**src/rtl/tape_ram_scheduler.sv**
```systemverilog
// Tape RAM ownership scheduler: IDLE/WRITE/DRAIN/READ phases, single-port arbitration, read-return tagging.
// Optional stall statistics counter enabled by defining TAPE_SCHED_STATS_EN.
module tape_ram_scheduler #(
  parameter int NUMWORDS     = 4096,
  parameter int DW           = 64,
  parameter int AW           = $clog2(NUMWORDS),
  parameter int READ_LATENCY = 2
) (
  input  logic          clk,
  input  logic          rst_n,
  input  logic          doc_start,
  input  logic          doc_end,
  input  logic          host_release,
  input  logic          w_req,
  input  logic [AW-1:0] w_addr,
  input  logic [DW-1:0] w_data,
  output logic          w_gnt,
  input  logic          r_req,
  input  logic [AW-1:0] r_addr,
  output logic          r_gnt,
  output logic          r_valid,
  output logic [DW-1:0] r_data,
  output logic          ram_en,
  output logic          ram_we,
  output logic [AW-1:0] ram_addr,
  output logic [DW-1:0] ram_wdata,
  input  logic [DW-1:0] ram_rdata,
  output logic [1:0]    phase,
  output logic [AW:0]   wr_count,
  output logic          overflow,
  output logic [31:0]   stall_count
);

  typedef enum logic [1:0] {
    IDLE  = 2'd0,
    WRITE = 2'd1,
    DRAIN = 2'd2,
    READ  = 2'd3
  } state_t;

  localparam logic [AW:0] NUMWORDS_W = (AW+1)'(NUMWORDS);

  state_t                  state;
  logic [READ_LATENCY-1:0] pipe;
  logic [DW-1:0]           r_hold;
  logic                    w_ovf;
  logic [AW:0]             w_addr_p1;
  logic                    pending;

  assign phase     = state;
  assign w_ovf     = ({1'b0, w_addr} >= NUMWORDS_W);
  assign w_addr_p1 = {1'b0, w_addr} + (AW+1)'(1);

  assign w_gnt = (state == WRITE) && w_req;
  assign r_gnt = ((state == WRITE) && r_req && !w_req) || ((state == READ) && r_req);

  always_comb begin
    ram_en    = 1'b0;
    ram_we    = 1'b0;
    ram_addr  = '0;
    ram_wdata = '0;
    if (w_gnt) begin
      ram_en    = !w_ovf;
      ram_we    = !w_ovf;
      ram_addr  = w_addr;
      ram_wdata = w_data;
    end else if (r_gnt) begin
      ram_en   = 1'b1;
      ram_addr = r_addr;
    end
  end

  // Reads still travelling toward the output; the one returning this cycle does not hold DRAIN.
  always_comb begin
    pending = 1'b0;
    for (int unsigned i = 0; i + 1 < READ_LATENCY; i++) pending = pending | pipe[i];
  end

  assign r_valid = pipe[READ_LATENCY-1];
  assign r_data  = r_valid ? ram_rdata : r_hold;

  always_ff @(posedge clk or negedge rst_n) begin
    if (!rst_n) begin
      pipe   <= '0;
      r_hold <= '0;
    end else begin
      pipe[0] <= r_gnt;
      for (int unsigned i = 1; i < READ_LATENCY; i++) pipe[i] <= pipe[i-1];
      r_hold <= r_data;
    end
  end

  always_ff @(posedge clk or negedge rst_n) begin
    if (!rst_n) begin
      state    <= IDLE;
      wr_count <= '0;
      overflow <= 1'b0;
    end else begin
      case (state)
        IDLE: begin
          if (doc_start) begin
            state    <= WRITE;
            wr_count <= '0;
            overflow <= 1'b0;
          end
        end
        WRITE: begin
          if (w_gnt) begin
            if (w_ovf) overflow <= 1'b1;
            else if (w_addr_p1 > wr_count) wr_count <= w_addr_p1;
          end
          if (doc_end) state <= DRAIN;
        end
        DRAIN: begin
          if (!pending) state <= READ;
        end
        READ: begin
          if (host_release) state <= IDLE;
        end
        default: state <= IDLE;
      endcase
    end
  end

`ifdef TAPE_SCHED_STATS_EN
  always_ff @(posedge clk or negedge rst_n) begin
    if (!rst_n) begin
      stall_count <= '0;
    end else if ((state == IDLE) && doc_start) begin
      stall_count <= '0;
    end else if (r_req && !r_gnt && (stall_count != '1)) begin
      stall_count <= stall_count + 32'd1;
    end
  end
`else
  assign stall_count = '0;
`endif

endmodule

```
**config.mk**
```make
export PLATFORM = sky130hd
export DESIGN_NAME = tape_ram_scheduler
export DESIGN_NICKNAME = d
export VERILOG_FILES = /design/src/rtl/tape_ram_scheduler.sv
export SDC_FILE = /design/constraint.sdc
export NUM_CORES = 1
export LEC_CHECK = 0
export ABC_AREA = 1
export CAP_MARGIN = 30
export CORE_AREA = 2 2 135 137
export DETAILED_ROUTE_END_ITERATION = 8
export DIE_AREA = 0 0 137 139
export HOLD_SLACK_MARGIN = 0.1
export PLACE_DENSITY_LB_ADDON = 0.25
export SYNTH_ARGS = -nofsm -noshare
export SYNTH_HDL_FRONTEND = slang
export SYNTH_SLANG_ARGS = --single-unit
```
**constraint.sdc**
```tcl
create_clock -name clk -period 2.19 [get_ports clk]
set_clock_uncertainty 0.2 [all_clocks]
set_input_delay 0.438 -clock clk [delete_from_list [all_inputs] [get_ports clk]]
set_output_delay 0.438 -clock clk [all_outputs]
set_load 0.01 [all_outputs]
```
==> After elaboration in Yosys (flattened, before gate mapping) <==
Cells that the tools add are included.
{ "word_totals": {"reg_bits": 81, "in_bits": 159, "out_inout_bits": 193, "wordCells": 41} }
{ "classes": {"n_addsub": 1, "n_lt_le_gt_ge": 1, "eq_ne": 9, "muxes": 16, "reduce_logical": 10} }
{ "ops": {"columns": ["cell", "n"], "rows": [
  ["$mux 64", 2],
  ["$mux 13", 3],
  ["$pmux 13 s2", 1],
  ["$mux 12", 2],
  ["$add 12x1->13 const B", 1],
  ["$gt 13x13->1", 1],
  ["$ne 2x2->1 const B", 5],
  ["$mux 2", 4],
  ["$pmux 2 s4", 1],
  ["$reduce_and 4->1", 2],
  ["$eq 2x2->1 const B", 2],
  ["$logic_and 1x1->1", 4],
  ["$mux 1", 3],
  ["$eq 2x1->1 const B", 1],
  ["$logic_not 2->1", 1],
  ["$ne 2x1->1 const B", 1],
  ["$reduce_bool 2->1", 1],
  ["$logic_not 1->1", 1],
  ["$logic_or 1x1->1", 1]
]} }

==> Longest topological paths before layout <==
{ "logic_depth": {"word_depth": 6, "mapped_depth": 20, "mapped_depth_nobuf": 19} }

==> Worst setup path before layout <==
OpenSTA, ideal clock, no wires.
{ "synth_path": {"kind": "in2reg", "start": "input port w_addr[0]", "end": "register wr_count[11]", "setup_time_ns": 0.117, "arrival_ns": 2.228, "required_time_ns": 1.873, "setup_slack_ns": -0.355, "cell_stages": 19, "n_path_buf": 1, "cell_sequence": "ha_1 nand2_1 nor2_2 nand4_1 xor2_1 inv_1 ha_1 nand2_1 inv_1 nand3_1 nor2_4 nand2_1 nand2_1 nand2_2 nand2_4 nand2_4 buf_6 nand2_1 nand2_1"} }
{ "synth_via": {"elab_chain_len": 4, "elab_cells_between_ends": 7, "classes_between": "add/sub: 1; order compare: 1; eq/ne: 1; mux: 3; reduce/logical: 1"} }
{ "synth_lines": {"columns": ["item", "line_no", "source"], "rows": [
  ["start: declaration", "15", "input logic [AW-1:0] w_addr,"],
  ["$add 12x1->13 (*)", "52", "assign w_addr_p1 = {1'b0, w_addr} + (AW+1)'(1);"],
  ["$gt 13x13->1 or $mux 13 (tied branches)", "110", "else if (w_addr_p1 > wr_count) wr_count <= w_addr_p1;"],
  ["$ne 2x1->1 (no source line) or $mux 13 (tied branches)", null, null],
  ["$reduce_and 4->1 (no source line) or $pmux 13 s2 (tied branches)", null, null],
  ["end signal: assignment", "110", null],
  ["end: declaration", "29", "output logic [AW:0] wr_count,"]
]} }
Mark *: on every way between the ends. The rest lies on a longest branch, timed or not. The select of a mux whose other input is x is not followed.
A chain may end at the register's enable or synchronous reset.

==> Final worst setup path <==
{ "layout_path": {"start": "register state[0] (netlist: phase[0])", "end": "output port ram_addr[3]"} }
{ "layout_via": {"elab_chain_len": 6, "elab_cells_between_ends": 9, "classes_between": "eq/ne: 2; mux: 2; reduce/logical: 5"} }
{ "layout_lines": {"columns": ["item", "line_no", "source"], "rows": [
  ["start: declaration", "43", "state_t state;"],
  ["start signal: assignment", "95", "state <= IDLE;"],
  ["start signal: assignment", "102", "state <= WRITE;"],
  ["start signal: assignment", "112", "if (doc_end) state <= DRAIN;"],
  ["$eq 2x1->1", "54, 55", null],
  ["$logic_and 1x1->1 (2 in a row)", "55", "assign r_gnt = ((state == WRITE) && r_req && !w_req) || ((state == READ) && r_req);"],
  ["$logic_or 1x1->1", "55", null],
  ["$mux 12", "67", "end else if (r_gnt) begin"],
  ["$mux 12 (*)", "62", "if (w_gnt) begin"],
  ["end: declaration", "25", "output logic [AW-1:0] ram_addr,"]
]} }
Mark *: on every way between the ends. The rest lies on a longest branch, timed or not.

==> out/metrics.cfg <==
[outcome]
outcome = finished with violations
violations = negative setup slack

[hold_path]
hold_class = register to register

[sta]
grt_setup_unrepaired = yes
setup_ws_ns = -0.2181
tns_ns = -11.13
slew_viol_final = 0
timing.hold.ws_ns = 0.1982
max_freq_ghz = 0.4153
setup_viol = 140
period_minus_slack_ns = 2.408
hold_viol_final = 0
finalCritPeriodShare_pct = 110.0

[cells_and_area]
mostFrequentLayoutCell = clkdlybuf4s50_1
final_cell_mix = clkdlybuf4s50_1 (158), buf_6 (150), inv_1 (104), dfrtp_1 (79), buf_4 (67)
area_growth_pct = 125.3
drive_above_1_share_pct = 50.84
finalNetCount = 1180

[global_routing]
grt_pass1_vias = 5225
grt_antenna_before_repair = 1
grt.total_usage_pct = 20.80
grt_max_degree = 52
grt_overflow_total = 0
grt_pass1_wl_um = 29970

[power_and_ir_drop]
p_per_area_nw_per_um2 = 1142
ir_worst_vdd_uv = 814.8
p_leak_uw = 0.005215

[worst_setup_path]
critPathLaunchType = register
critPathRequiredTime_ns = 1.55
rrSetupSlack_ns = 0.02
cp_max_fo = 5
crit_path_top_delay_cell = dfrtp_2
cp-end-kind = output port
arrival_ns = 1.77
worstSetupPathType = register to output port
max_stage_delay_ns = 0.45
cp_cell_sequence = buf_12 -> ha_4 -> o21ai_4 -> clkinv_4 -> buf_6 -> nand3_2 -> o21ai_1 -> buf_2

[logic_synthesis]
syn_area_per_cell_um2 = 8.495
async_flop_share_pct = 100.0
yosys_warnings = 0
synth-main-ff-cell = dfrtp_1
synth_area_um2 = 4808
yosysUniqueCellTypes = 29
synth_edf_count = 0
synth-seq-cells = 81
syn-instance-count = 566
ys_seq_area_share_pct = 42.15

[floorplan]
rows = 49
die_h_um = 139
ios = 352
die-area_um2 = 19040
start_util_pct = 27.23
core_area_um2 = 17660
chipWidth_um = 137

[detailed_routing]
via_per_inst = 4.285
drt-pass1-iter-count = 4
num_vias = 5300
drt-initial-drc-count = 105
ant_nets = 0
avgRoutedWirePerCell_um = 17.25
finalWirelength_um = 21340
remaining_drc_errors = 0

[clocking]
insertion_delay_ns = 0.33
clk_pin_slew_ns = 0.06
cts_buffers = 9
cts_buffer_depth = 2
cts.sink_count = 81
root_buffer = clkbuf_16
h-tree-depth = 3
cts_tree = done

[placement]
routabilityCongestion = 0.9015
port-buffer-count = 318
place_hpwl_um = 15640

[flow_run]
max_cap_viol_count = 0

[report_power, final]
| group | internal (µW) | switching, µW |
|---|---|---|
| Combinational | 4800 | 3650 |
| Sequential | 2230 | 295 |
| Clock | 775 | 612 |
| Total | 7810 | 4560 |
[stage by stage]
step	utilization, %	setup slack (ns)	cell area, µm²	total power [µW]	std cells
detailed placement	48.65	-1.058	8591	8590	1151
global route	61.35	-0.3149	10830	13110	1237
floorplan	-	-0.2770	4950	5228	598
finish	61.35	-0.2181	10830	12370	1237
global placement	48.65	-0.9830	8591	8505	1151
CTS	54.72	-0.2215	9662	11070	1212
[cells in the mapped netlist (all sizes together), types with 2 or more instances]
library cell | number | area, µm²
xor2 | 4 | 35.03
nand4 | 5 | 31.28
o22ai | 2 | 12.51
a21oi | 5 | 25.02
inv | 113 | 424.2
ha | 19 | 237.7
buf | 49 | 336.6
clkbuf | 5 | 18.77
nor3 | 4 | 20.02
o21ai | 18 | 93.84
dfrtp | 81 | 2027
nand3 | 26 | 130.1
nor2 | 87 | 346.6
mux2 | 64 | 720.7
nand2 | 80 | 325.3
[layer usage]
metal,global-route usage [%],vias up,routed length [µm]
li1,-,2544,-
met1,23.12,2511,7952
met2,36.89,224,10910
met3,7.420,21,2119
met4,6.023,0,354
met5,0,-,0
[flip-flops by register name, indices dropped and copies added (netlist names)]
signal / count
phase: 2
pipe: 2
r_hold: 64
wr_count: 13
[cells by family (layout without fill, tap and decap cells)]
family | Yosys count | in the layout | synth area share [%]
and+or+nand+nor | 203 | 204 | 17.90
buffers and inverters | 168 | 576 | 16.29
DFF | 81 | 81 | 42.15
muxes | 64 | 64 | 14.99
AOI/OAI and AO/OA | 26 | 26 | 2.914
adders and majority gates | 19 | 19 | 4.944
xor gates and xnor gates | 4 | 4 | 0.7285
other | 1 | 34 | 0.07799
[final timing paths]
kind                          start          end  cells after the start
max in group asynchronous     rst_n      pipe[1]                      3
min                         pipe[0]      pipe[1]                      0
max reg2reg                phase[1]  wr_count[7]                     10
min reg2reg                 pipe[0]      pipe[1]                      0
max                        phase[0]  ram_addr[3]                      8
min in group asynchronous     rst_n   r_hold[53]                      2
[timing repair]
item	4_1_cts	5_1_grt
hold buffers	1	0
endpoints found under the setup margin	157	159
hold endpoints to repair	81	0
pin swaps	33	32
gates resized for setup	724	374
cloned	6	7
setup buffers	41	20
[final cells by class]
cell class	instances	area, µm²
Clock inverter	7	53.80
Antenna cell	1	2.502
Multi-Input combinational cell	350	3073
Inverter	114	439.2
Timing Repair Buffer	446	4723
Tap cell	229	286.5
Fill cell	1488	6824
Sequential cell	81	2029
Clock buffer	9	225.2
[critical path: cells and delay by family, from the launching register on]
| kind | cells | cell delay, ns |
|---|---|---|
| AND/OR/NAND/NOR | 1 | 0.05 |
| flip-flops | 1 | 0.45 |
| buffers and inverters | 4 | 0.53 |
| adder cells (fa/ha/maj) | 1 | 0.16 |
| AO/OA/AOI/OAI | 2 | 0.25 |
Power figures use the tool's default switching activity.
